**config.mk**
```make
export PLATFORM = sky130hd
export DESIGN_NAME = ex_stage
export DESIGN_NICKNAME = d
export VERILOG_FILES = /design/src/rtl/ex_pkg.sv /design/src/rtl/ex_stage_muldiv_unit.sv /design/src/rtl/ex_stage.sv
export SDC_FILE = /design/constraint.sdc
export NUM_CORES = 2
export LEC_CHECK = 0
export BUFFER_PORTS_ARGS = -buffer_cell sky130_fd_sc_hd__buf_2
export CAP_MARGIN = 10
export CORE_MARGIN = 3
export CORE_UTILIZATION = 35
export CTS_BUF_LIST = sky130_fd_sc_hd__clkbuf_4
export DETAILED_ROUTE_END_ITERATION = 8
export GPL_TIMING_DRIVEN = 0
export SYNTH_ARGS = -nofsm -noshare
export SYNTH_HDL_FRONTEND = slang
export SYNTH_HIERARCHICAL = 1
export SYNTH_SLANG_ARGS = --single-unit
```
**constraint.sdc**
```tcl
create_clock -name CLOCK -period 15 [get_ports CLOCK]
set_input_delay 0.75 -clock CLOCK [delete_from_list [all_inputs] [get_ports CLOCK]]
set_output_delay 0.75 -clock CLOCK [all_outputs]
set_load 0.01 [all_outputs]
```
**src/rtl/ex_pkg.sv**
```systemverilog
// Shared encodings for the execute stage: ALU opcodes, operand-source fields,
// forwarding selects and the mul/div FSM state.
package ex_pkg;

    localparam int unsigned DATA_W     = 32;
    localparam int unsigned ALUCTRL_W  = 5;
    localparam int unsigned ALUSRC_W   = 5;
    localparam int unsigned SHAMT_W    = 5;
    localparam int unsigned IMM_W      = 16;
    localparam int unsigned MD_CNT_W   = 5;

    typedef enum logic [ALUCTRL_W-1:0] {
        ALU_ADD   = 5'd0,
        ALU_ADDU  = 5'd1,
        ALU_SUB   = 5'd2,
        ALU_SUBU  = 5'd3,
        ALU_AND   = 5'd4,
        ALU_OR    = 5'd5,
        ALU_XOR   = 5'd6,
        ALU_NOR   = 5'd7,
        ALU_SLT   = 5'd8,
        ALU_SLTU  = 5'd9,
        ALU_SLL   = 5'd10,
        ALU_SRL   = 5'd11,
        ALU_SRA   = 5'd12,
        ALU_LUI   = 5'd13,
        ALU_LINK  = 5'd14,
        ALU_MFHI  = 5'd15,
        ALU_MFLO  = 5'd16,
        ALU_MTHI  = 5'd17,
        ALU_MTLO  = 5'd18,
        ALU_MULT  = 5'd19,
        ALU_MULTU = 5'd20,
        ALU_DIV   = 5'd21,
        ALU_DIVU  = 5'd22
    } alu_ctrl_e;

    // ALUSrc field layout
    localparam int unsigned ALUSRC_B_LSB     = 0;
    localparam int unsigned ALUSRC_SHAMT_BIT = 2;

    localparam logic [1:0] BSRC_REG  = 2'b00;
    localparam logic [1:0] BSRC_SEXT = 2'b01;
    localparam logic [1:0] BSRC_ZEXT = 2'b10;
    localparam logic [1:0] BSRC_LUI  = 2'b11;

    localparam logic [1:0] FWD_IDEX = 2'b00;
    localparam logic [1:0] FWD_MEM  = 2'b01;
    localparam logic [1:0] FWD_WB   = 2'b10;

    // bit 1 = divide, bit 0 = unsigned
    typedef enum logic [1:0] {
        MD_MULT  = 2'b00,
        MD_MULTU = 2'b01,
        MD_DIV   = 2'b10,
        MD_DIVU  = 2'b11
    } md_op_e;

    typedef enum logic [1:0] {
        IDLE = 2'b00,
        BUSY = 2'b01,
        DONE = 2'b10
    } md_state_e;

endpackage

```
**src/rtl/ex_stage_muldiv_unit.sv**
```systemverilog
// Iterative 32-step multiply/divide: shift-add multiply, restoring divide,
// both on magnitudes with sign fixup applied to the final step.
module muldiv_unit
    import ex_pkg::*;
(
    input  logic              clk,
    input  logic              rst_n,
    input  logic              start,
    input  md_op_e            op,
    input  logic [DATA_W-1:0] a,
    input  logic [DATA_W-1:0] b,
    output logic              busy,
    output logic              done,
    output logic [DATA_W-1:0] hi,
    output logic [DATA_W-1:0] lo
);

    md_state_e             state_q, state_d;
    logic [MD_CNT_W-1:0]   cnt_q, cnt_d;
    logic [DATA_W:0]       acc_q, acc_d;
    logic [DATA_W-1:0]     q_q, q_d;
    logic [DATA_W-1:0]     m_q, m_d;
    logic                  div_q, div_d;
    logic                  negp_q, negp_d;
    logic                  negr_q, negr_d;
    logic [DATA_W-1:0]     hi_q, hi_d;
    logic [DATA_W-1:0]     lo_q, lo_d;

    logic                  sgn;
    logic [DATA_W:0]       mul_sum;
    logic [DATA_W:0]       div_r;
    logic [DATA_W+1:0]     div_diff;
    logic [DATA_W:0]       step_acc;
    logic [DATA_W-1:0]     step_q;
    logic [2*DATA_W-1:0]   prod;
    logic [DATA_W-1:0]     quo;
    logic [DATA_W-1:0]     rem;

    always_ff @(posedge clk or negedge rst_n) begin
        if (!rst_n) begin
            state_q <= IDLE;
            cnt_q   <= '0;
            acc_q   <= '0;
            q_q     <= '0;
            m_q     <= '0;
            div_q   <= 1'b0;
            negp_q  <= 1'b0;
            negr_q  <= 1'b0;
            hi_q    <= '0;
            lo_q    <= '0;
        end else begin
            state_q <= state_d;
            cnt_q   <= cnt_d;
            acc_q   <= acc_d;
            q_q     <= q_d;
            m_q     <= m_d;
            div_q   <= div_d;
            negp_q  <= negp_d;
            negr_q  <= negr_d;
            hi_q    <= hi_d;
            lo_q    <= lo_d;
        end
    end

    always_comb begin
        state_d = state_q;
        cnt_d   = cnt_q;
        acc_d   = acc_q;
        q_d     = q_q;
        m_d     = m_q;
        div_d   = div_q;
        negp_d  = negp_q;
        negr_d  = negr_q;
        hi_d    = hi_q;
        lo_d    = lo_q;
        sgn     = ~op[0];

        // one iteration; the final one also feeds the result fixup
        mul_sum  = acc_q + (q_q[0] ? {1'b0, m_q} : (DATA_W+1)'(0));
        div_r    = {acc_q[DATA_W-1:0], q_q[DATA_W-1]};
        div_diff = {1'b0, div_r} - {2'b00, m_q};
        if (div_q) begin
            step_acc = div_diff[DATA_W+1] ? div_r : div_diff[DATA_W:0];
            step_q   = {q_q[DATA_W-2:0], ~div_diff[DATA_W+1]};
        end else begin
            step_acc = {1'b0, mul_sum[DATA_W:1]};
            step_q   = {mul_sum[0], q_q[DATA_W-1:1]};
        end

        prod = {step_acc[DATA_W-1:0], step_q};
        if (negp_q) prod = (2*DATA_W)'(-prod);
        quo  = negp_q ? DATA_W'(-step_q) : step_q;
        rem  = negr_q ? DATA_W'(-step_acc[DATA_W-1:0]) : step_acc[DATA_W-1:0];

        case (state_q)
            IDLE: begin
                if (start) begin
                    state_d = BUSY;
                    cnt_d   = '0;
                    acc_d   = '0;
                    q_d     = (sgn && a[DATA_W-1]) ? DATA_W'(-a) : a;
                    m_d     = (sgn && b[DATA_W-1]) ? DATA_W'(-b) : b;
                    div_d   = op[1];
                    // divide-by-zero keeps the all-ones quotient unsigned
                    negp_d  = sgn && (a[DATA_W-1] ^ b[DATA_W-1]) && !(op[1] && (b == '0));
                    negr_d  = sgn && op[1] && a[DATA_W-1];
                end
            end
            BUSY: begin
                acc_d = step_acc;
                q_d   = step_q;
                cnt_d = cnt_q + MD_CNT_W'(1);
                if (cnt_q == MD_CNT_W'(31)) begin
                    state_d = DONE;
                    hi_d    = div_q ? rem : prod[2*DATA_W-1:DATA_W];
                    lo_d    = div_q ? quo : prod[DATA_W-1:0];
                end
            end
            DONE:    state_d = IDLE;
            default: state_d = IDLE;
        endcase
    end

    assign busy = (state_q == BUSY);
    assign done = (state_q == DONE);
    assign hi   = hi_q;
    assign lo   = lo_q;

endmodule

```
**src/rtl/ex_stage.sv**
```systemverilog
// Execute stage: forwarding muxes, ALU, HI/LO registers and mul/div stall.
module ex_stage
    import ex_pkg::*;
(
    input  logic                 CLOCK,
    input  logic                 RESET,
    input  logic                 Valid_In,
    input  logic [ALUCTRL_W-1:0] ALUCtrl_In,
    input  logic [ALUSRC_W-1:0]  ALUSrc_In,
    input  logic [DATA_W-1:0]    RegData1_In,
    input  logic [DATA_W-1:0]    RegData2_In,
    input  logic [1:0]           FwdA_SEL,
    input  logic [1:0]           FwdB_SEL,
    input  logic [DATA_W-1:0]    FwdMem_In,
    input  logic [DATA_W-1:0]    FwdWb_In,
    input  logic [SHAMT_W-1:0]   Shamt_In,
    input  logic [IMM_W-1:0]     Imm_In,
    input  logic [DATA_W-1:0]    PCAddr_In,
    output logic [DATA_W-1:0]    ALUResult_Out,
    output logic [DATA_W-1:0]    StoreData_Out,
    output logic                 Overflow_Out,
    output logic                 Stall_Out,
    output logic [DATA_W-1:0]    HI_Out,
    output logic [DATA_W-1:0]    LO_Out
);

    logic [DATA_W-1:0]  op_a;
    logic [DATA_W-1:0]  op_b_reg;
    logic [DATA_W-1:0]  op_b;
    logic [SHAMT_W-1:0] shamt;
    logic [DATA_W-1:0]  add_res;
    logic [DATA_W-1:0]  sub_res;
    logic               ovf_add;
    logic               ovf_sub;
    logic [DATA_W-1:0]  hi_q;
    logic [DATA_W-1:0]  lo_q;
    logic               md_req;
    md_op_e             md_op;
    logic               md_start;
    logic               md_busy;
    logic               md_done;
    logic [DATA_W-1:0]  md_hi;
    logic [DATA_W-1:0]  md_lo;
    logic               hi_we;
    logic               lo_we;
    logic [1:0]         unused_src;

    assign unused_src = ALUSrc_In[4:3];

    // reserved forwarding code 11 falls back to the ID/EX value
    always_comb begin
        op_a = RegData1_In;
        case (FwdA_SEL)
            FWD_MEM: op_a = FwdMem_In;
            FWD_WB:  op_a = FwdWb_In;
            default: op_a = RegData1_In;
        endcase
        op_b_reg = RegData2_In;
        case (FwdB_SEL)
            FWD_MEM: op_b_reg = FwdMem_In;
            FWD_WB:  op_b_reg = FwdWb_In;
            default: op_b_reg = RegData2_In;
        endcase
        op_b = op_b_reg;
        case (ALUSrc_In[ALUSRC_B_LSB +: 2])
            BSRC_SEXT: op_b = {{(DATA_W-IMM_W){Imm_In[IMM_W-1]}}, Imm_In};
            BSRC_ZEXT: op_b = {{(DATA_W-IMM_W){1'b0}}, Imm_In};
            BSRC_LUI:  op_b = {Imm_In, {(DATA_W-IMM_W){1'b0}}};
            default:   op_b = op_b_reg;
        endcase
    end

    assign shamt         = ALUSrc_In[ALUSRC_SHAMT_BIT] ? op_a[SHAMT_W-1:0] : Shamt_In;
    assign StoreData_Out = op_b_reg;
    assign add_res       = op_a + op_b;
    assign sub_res       = op_a - op_b;
    assign ovf_add       = (op_a[DATA_W-1] == op_b[DATA_W-1]) && (add_res[DATA_W-1] != op_a[DATA_W-1]);
    assign ovf_sub       = (op_a[DATA_W-1] != op_b[DATA_W-1]) && (sub_res[DATA_W-1] != op_a[DATA_W-1]);
    assign Overflow_Out  = Valid_In && (((ALUCtrl_In == ALU_ADD) && ovf_add) ||
                                        ((ALUCtrl_In == ALU_SUB) && ovf_sub));

    always_comb begin
        ALUResult_Out = '0;
        case (ALUCtrl_In)
            ALU_ADD, ALU_ADDU: ALUResult_Out = add_res;
            ALU_SUB, ALU_SUBU: ALUResult_Out = sub_res;
            ALU_AND:  ALUResult_Out = op_a & op_b;
            ALU_OR:   ALUResult_Out = op_a | op_b;
            ALU_XOR:  ALUResult_Out = op_a ^ op_b;
            ALU_NOR:  ALUResult_Out = ~(op_a | op_b);
            ALU_SLT:  ALUResult_Out = {{(DATA_W-1){1'b0}}, $signed(op_a) < $signed(op_b)};
            ALU_SLTU: ALUResult_Out = {{(DATA_W-1){1'b0}}, op_a < op_b};
            ALU_SLL:  ALUResult_Out = op_b << shamt;
            ALU_SRL:  ALUResult_Out = op_b >> shamt;
            ALU_SRA:  ALUResult_Out = DATA_W'($signed(op_b) >>> shamt);
            ALU_LUI:  ALUResult_Out = op_b;
            ALU_LINK: ALUResult_Out = PCAddr_In + DATA_W'(8);
            ALU_MFHI: ALUResult_Out = HI_Out;
            ALU_MFLO: ALUResult_Out = LO_Out;
            default:  ALUResult_Out = '0;
        endcase
    end

    always_comb begin
        md_req = 1'b0;
        md_op  = MD_MULT;
        case (ALUCtrl_In)
            ALU_MULT:  begin md_req = 1'b1; md_op = MD_MULT;  end
            ALU_MULTU: begin md_req = 1'b1; md_op = MD_MULTU; end
            ALU_DIV:   begin md_req = 1'b1; md_op = MD_DIV;   end
            ALU_DIVU:  begin md_req = 1'b1; md_op = MD_DIVU;  end
            default:   begin md_req = 1'b0; md_op = MD_MULT;  end
        endcase
    end

    // DONE still holds the issuing instruction in ID/EX, so it must not restart
    assign md_start  = Valid_In && md_req && !md_busy && !md_done;
    assign Stall_Out = md_start || md_busy;
    assign hi_we     = Valid_In && !Stall_Out && (ALUCtrl_In == ALU_MTHI);
    assign lo_we     = Valid_In && !Stall_Out && (ALUCtrl_In == ALU_MTLO);

    muldiv_unit u_muldiv (
        .clk   (CLOCK),
        .rst_n (RESET),
        .start (md_start),
        .op    (md_op),
        .a     (op_a),
        .b     (op_b),
        .busy  (md_busy),
        .done  (md_done),
        .hi    (md_hi),
        .lo    (md_lo)
    );

    // the unit's result is shown during DONE and committed at its end
    always_ff @(posedge CLOCK or negedge RESET) begin
        if (!RESET) begin
            hi_q <= '0;
            lo_q <= '0;
        end else if (md_done) begin
            hi_q <= md_hi;
            lo_q <= md_lo;
        end else begin
            if (hi_we) hi_q <= op_a;
            if (lo_we) lo_q <= op_a;
        end
    end

    assign HI_Out = md_done ? md_hi : hi_q;
    assign LO_Out = md_done ? md_lo : lo_q;

endmodule

```
==> metrics <==
vias in the first global route 36200; share of layout cells above drive strength 1 14.3%; Nets 5038; clk sinks 235; status completed; setup violators final 0; unrepaired setup endpoints after global routing no; Most used DFF post-synth dfrtp_1; complex-gate fraction of the synthesized area 32.3%; CTS root buf clkbuf_4; CP Max Fanout 10; Max VDD drop 0.0911 mV; Clock Tree Buf Depth 3; Fill cells around 9400; die height ~300 um; Die W 304 um; Vias/cell 6.62; most frequent cells in the layout nand2_1, nor2_1, buf_2; sequential element share of the synthesized area around a fifth; hold crit path type input pin to async pin; FP Rows 108; most common cell after layout, fill and taps aside nand2_1; post-route cell area 35100 um2; core area 87400 um2; synth top area cells dfrtp_1, ha_1, nand2_1; R2R depth 21; port bufs ~320; Avg Inst Size Synth 7.31 um2; crit path time final about 8.4 ns; TNS Setup 0 ns; die area 92400 um2; Fin. Hold Viols 0; P&R area growth vs syn 13.0%; fin crit share 55.9%; Netlist cell types about 120; Total Wirelength 195000 um; CP Class input pin to primary output; worst stage delay on the critical path roughly 0.96 ns; post-CTS sizing 0; clock latency on the worst-skew pair about 0.80 ns; netlist area before placement 31100 um2; pwr dens 193 nW/um2; first-pass GRT wire length 271000 um; Clock Skew just over 0.08 ns; Pre-Repair DR Iteration Count 8; Final Max Tran Viols 0; Placed Instance Area 34300 um2; Starting Density ~36%; Post-Synth Adder-Cell Area under 10%; DR WL/cell 33.2 um; synthesized flop and latch total 235; max-capacitance violation count 0; Critical Path AT 7.64 ns; Slew HR 3.81%; grt total ovfl 0; Crit path required time about 14 ns; CP cell instances buf_2, inv_1, ha_1, clkbuf_1, clkbuf_1, nor2_1, a21oi_1, inv_1, ha_1, fa_1, a211oi_1, o21ai_0, nor4bb_1, nor2_1, o31ai_1, a2111oi_0, a211oi_1, xnor2_1, o2111ai_1, buf_2; GRT Total Usage 40.0%; CP max-delay cell a21oi_1; xor/xnor share of the synthesized area between 6 and 7%; Critical Path Start Type input pin; PnR worst setup slack 6.61 ns; combinational family with the most area after synthesis compound AO/OA/AOI/OAI gates; r2r setup slk 6.67 ns; highest clock rate 119 MHz; Critical R2R Capture u_muldiv/hi[14]$_DFFE_PN0P_; Top Ports 328; Leak 14.9 nW; GPL Wtd Cong 1.10; largest net degree at the start of global routing 118; Async S/R FF share, synth 100%; Synth warnings 6; initial antenna violation count 22; Synth Area in Simple Gates 21.5%; DP Worst Slack 6.95 ns; clock buffer count from CTS 66; Synthesized Nets 4636; H-tree levels 3; Post-synth EDFFs 0; vias post-DR between 30000 and 40000; DRT antenna net count 0; Least-Margin Pin Slew 1.44 ns; final core utilization 40.2%; HPWL Detailed approximately 160000 um; RR Startpoint u_muldiv/div_q$_DFFE_PN0P_; cell taking the most area after synthesis dfrtp_1; Post-CTS Setup Bufs 0; Synth top area share 18.9%; mux cell area share after synthesis 7.00%; Residual DRC 0; Syn Inst Count 4251; CP Capture Type primary output; CTS clock-pin slew for the worst setup and hold paths 0.07 ns; CTS tree built; initial detailed-routing violation count 5482
## through the flow
stage	power, mW	std cells	hold slack, ns
6_report	6.78	5860	0.398
5_1_grt	7.10	5849	0.370
4_1_cts	6.55	5846	0.349
3_5_place_dp	5.91	5737	0.466
3_3_place_gp	5.90	5728	0.457
2_1_floorplan	4.11	4251	0.439
## cell usage after synthesis, types with 59 or more instances
| cell | count |
|---|---|
| xnor2_1 | 152 |
| buf_2 | 59 |
| nand3_1 | 64 |
| a22oi_1 | 80 |
| a221oi_1 | 62 |
| inv_1 | 196 |
| o21ai_0 | 370 |
| nor2_1 | 401 |
| a21oi_1 | 320 |
| mux2i_1 | 149 |
| nand2_1 | 517 |
| xor2_1 | 62 |
| clkbuf_1 | 168 |
| nor2b_1 | 64 |
| ha_1 | 183 |
| o211ai_1 | 67 |
| nor3_1 | 85 |
| dfrtp_1 | 235 |
## cell type report
cell class,count,area [um2],area share [%]
antenna,12,30.0,0.0855
buffer,281,1260,3.59
timing repair buffer,334,1770,5.04
clock inverter,16,105,0.299
tap,1155,1450,4.11
multi-input combinational,3528,23200,66.0
sequential,235,5880,16.7
clock buffer,92,691,1.97
inverter,207,777,2.21
## state kept, by name (all words and copies together), names as in the netlist
| signal | cells |
|---|---|
| u_muldiv/state_q | 2 |
| hi_q | 32 |
| lo_q | 32 |
| u_muldiv/acc_q | 33 |
| u_muldiv/q_q | 32 |
| u_muldiv/div_q | 1 |
| u_muldiv/m_q | 32 |
| u_muldiv/lo | 32 |
| u_muldiv/negr_q | 1 |
| u_muldiv/hi | 32 |
| u_muldiv/negp_q | 1 |
| u_muldiv/cnt_q | 5 |
## layer usage
metal / wire length [um] / GRT usage (%) / vias up
li1: - / - / 16500
met1: 76800 / 52.5 / 18800
met2: 79100 / 57.3 / 2843
met3: 25000 / 12.8 / 645
met4: 13800 / 23.4 / 10
met5: 77 / 0 / -
## how the worst max path moves through the flow
stage                 from                 to  slack (ns)  cells past startpoint
6_report       FwdA_SEL[0]  ALUResult_Out[18]        6.61                     20
5_1_grt        FwdA_SEL[0]  ALUResult_Out[30]        6.54                     20
4_1_cts        FwdA_SEL[0]  ALUResult_Out[30]        6.93                     19
3_5_place_dp   FwdA_SEL[0]  ALUResult_Out[30]        6.95                     19
3_3_place_gp   FwdB_SEL[0]  ALUResult_Out[30]        6.81                     20
2_1_floorplan  FwdB_SEL[0]  ALUResult_Out[30]        9.52                     18
## repair_timing
action,in CTS,in global routing
endpoints found under the setup margin,0,0
hold buffers,1,0
hold endpoints to repair,10,0
## power by group
| part | leakage [nW] | internal, mW | switching (mW) | total, mW |
|---|---|---|---|---|
| logic | 11.6 | 1.58 | 3.34 | 4.92 |
| registers | 2.81 | 0.916 | 0.324 | 1.24 |
| clock network | 0.480 | 0.300 | 0.313 | 0.613 |
| total | 14.9 | 2.80 | 3.98 | 6.78 |
## worst max-delay path: cells and delay by family
family	cells	cell delay [ns]
xor+xnor	1	0.49
buf+inv	6	1.88
compound gates	7	2.55
simple gates	3	0.60
fa+ha+maj	3	1.34
## cells by family after synthesis
kind of cell / count (synthesis)
flip-flops: 235
AO/OA/AOI/OAI: 1487
AND/OR/NAND/NOR: 1437
multiplexers: 203
XOR/XNOR: 214
adder cells (fa/ha/maj): 187
buffers and inverters: 488
(Power assumes the default switching activity.)
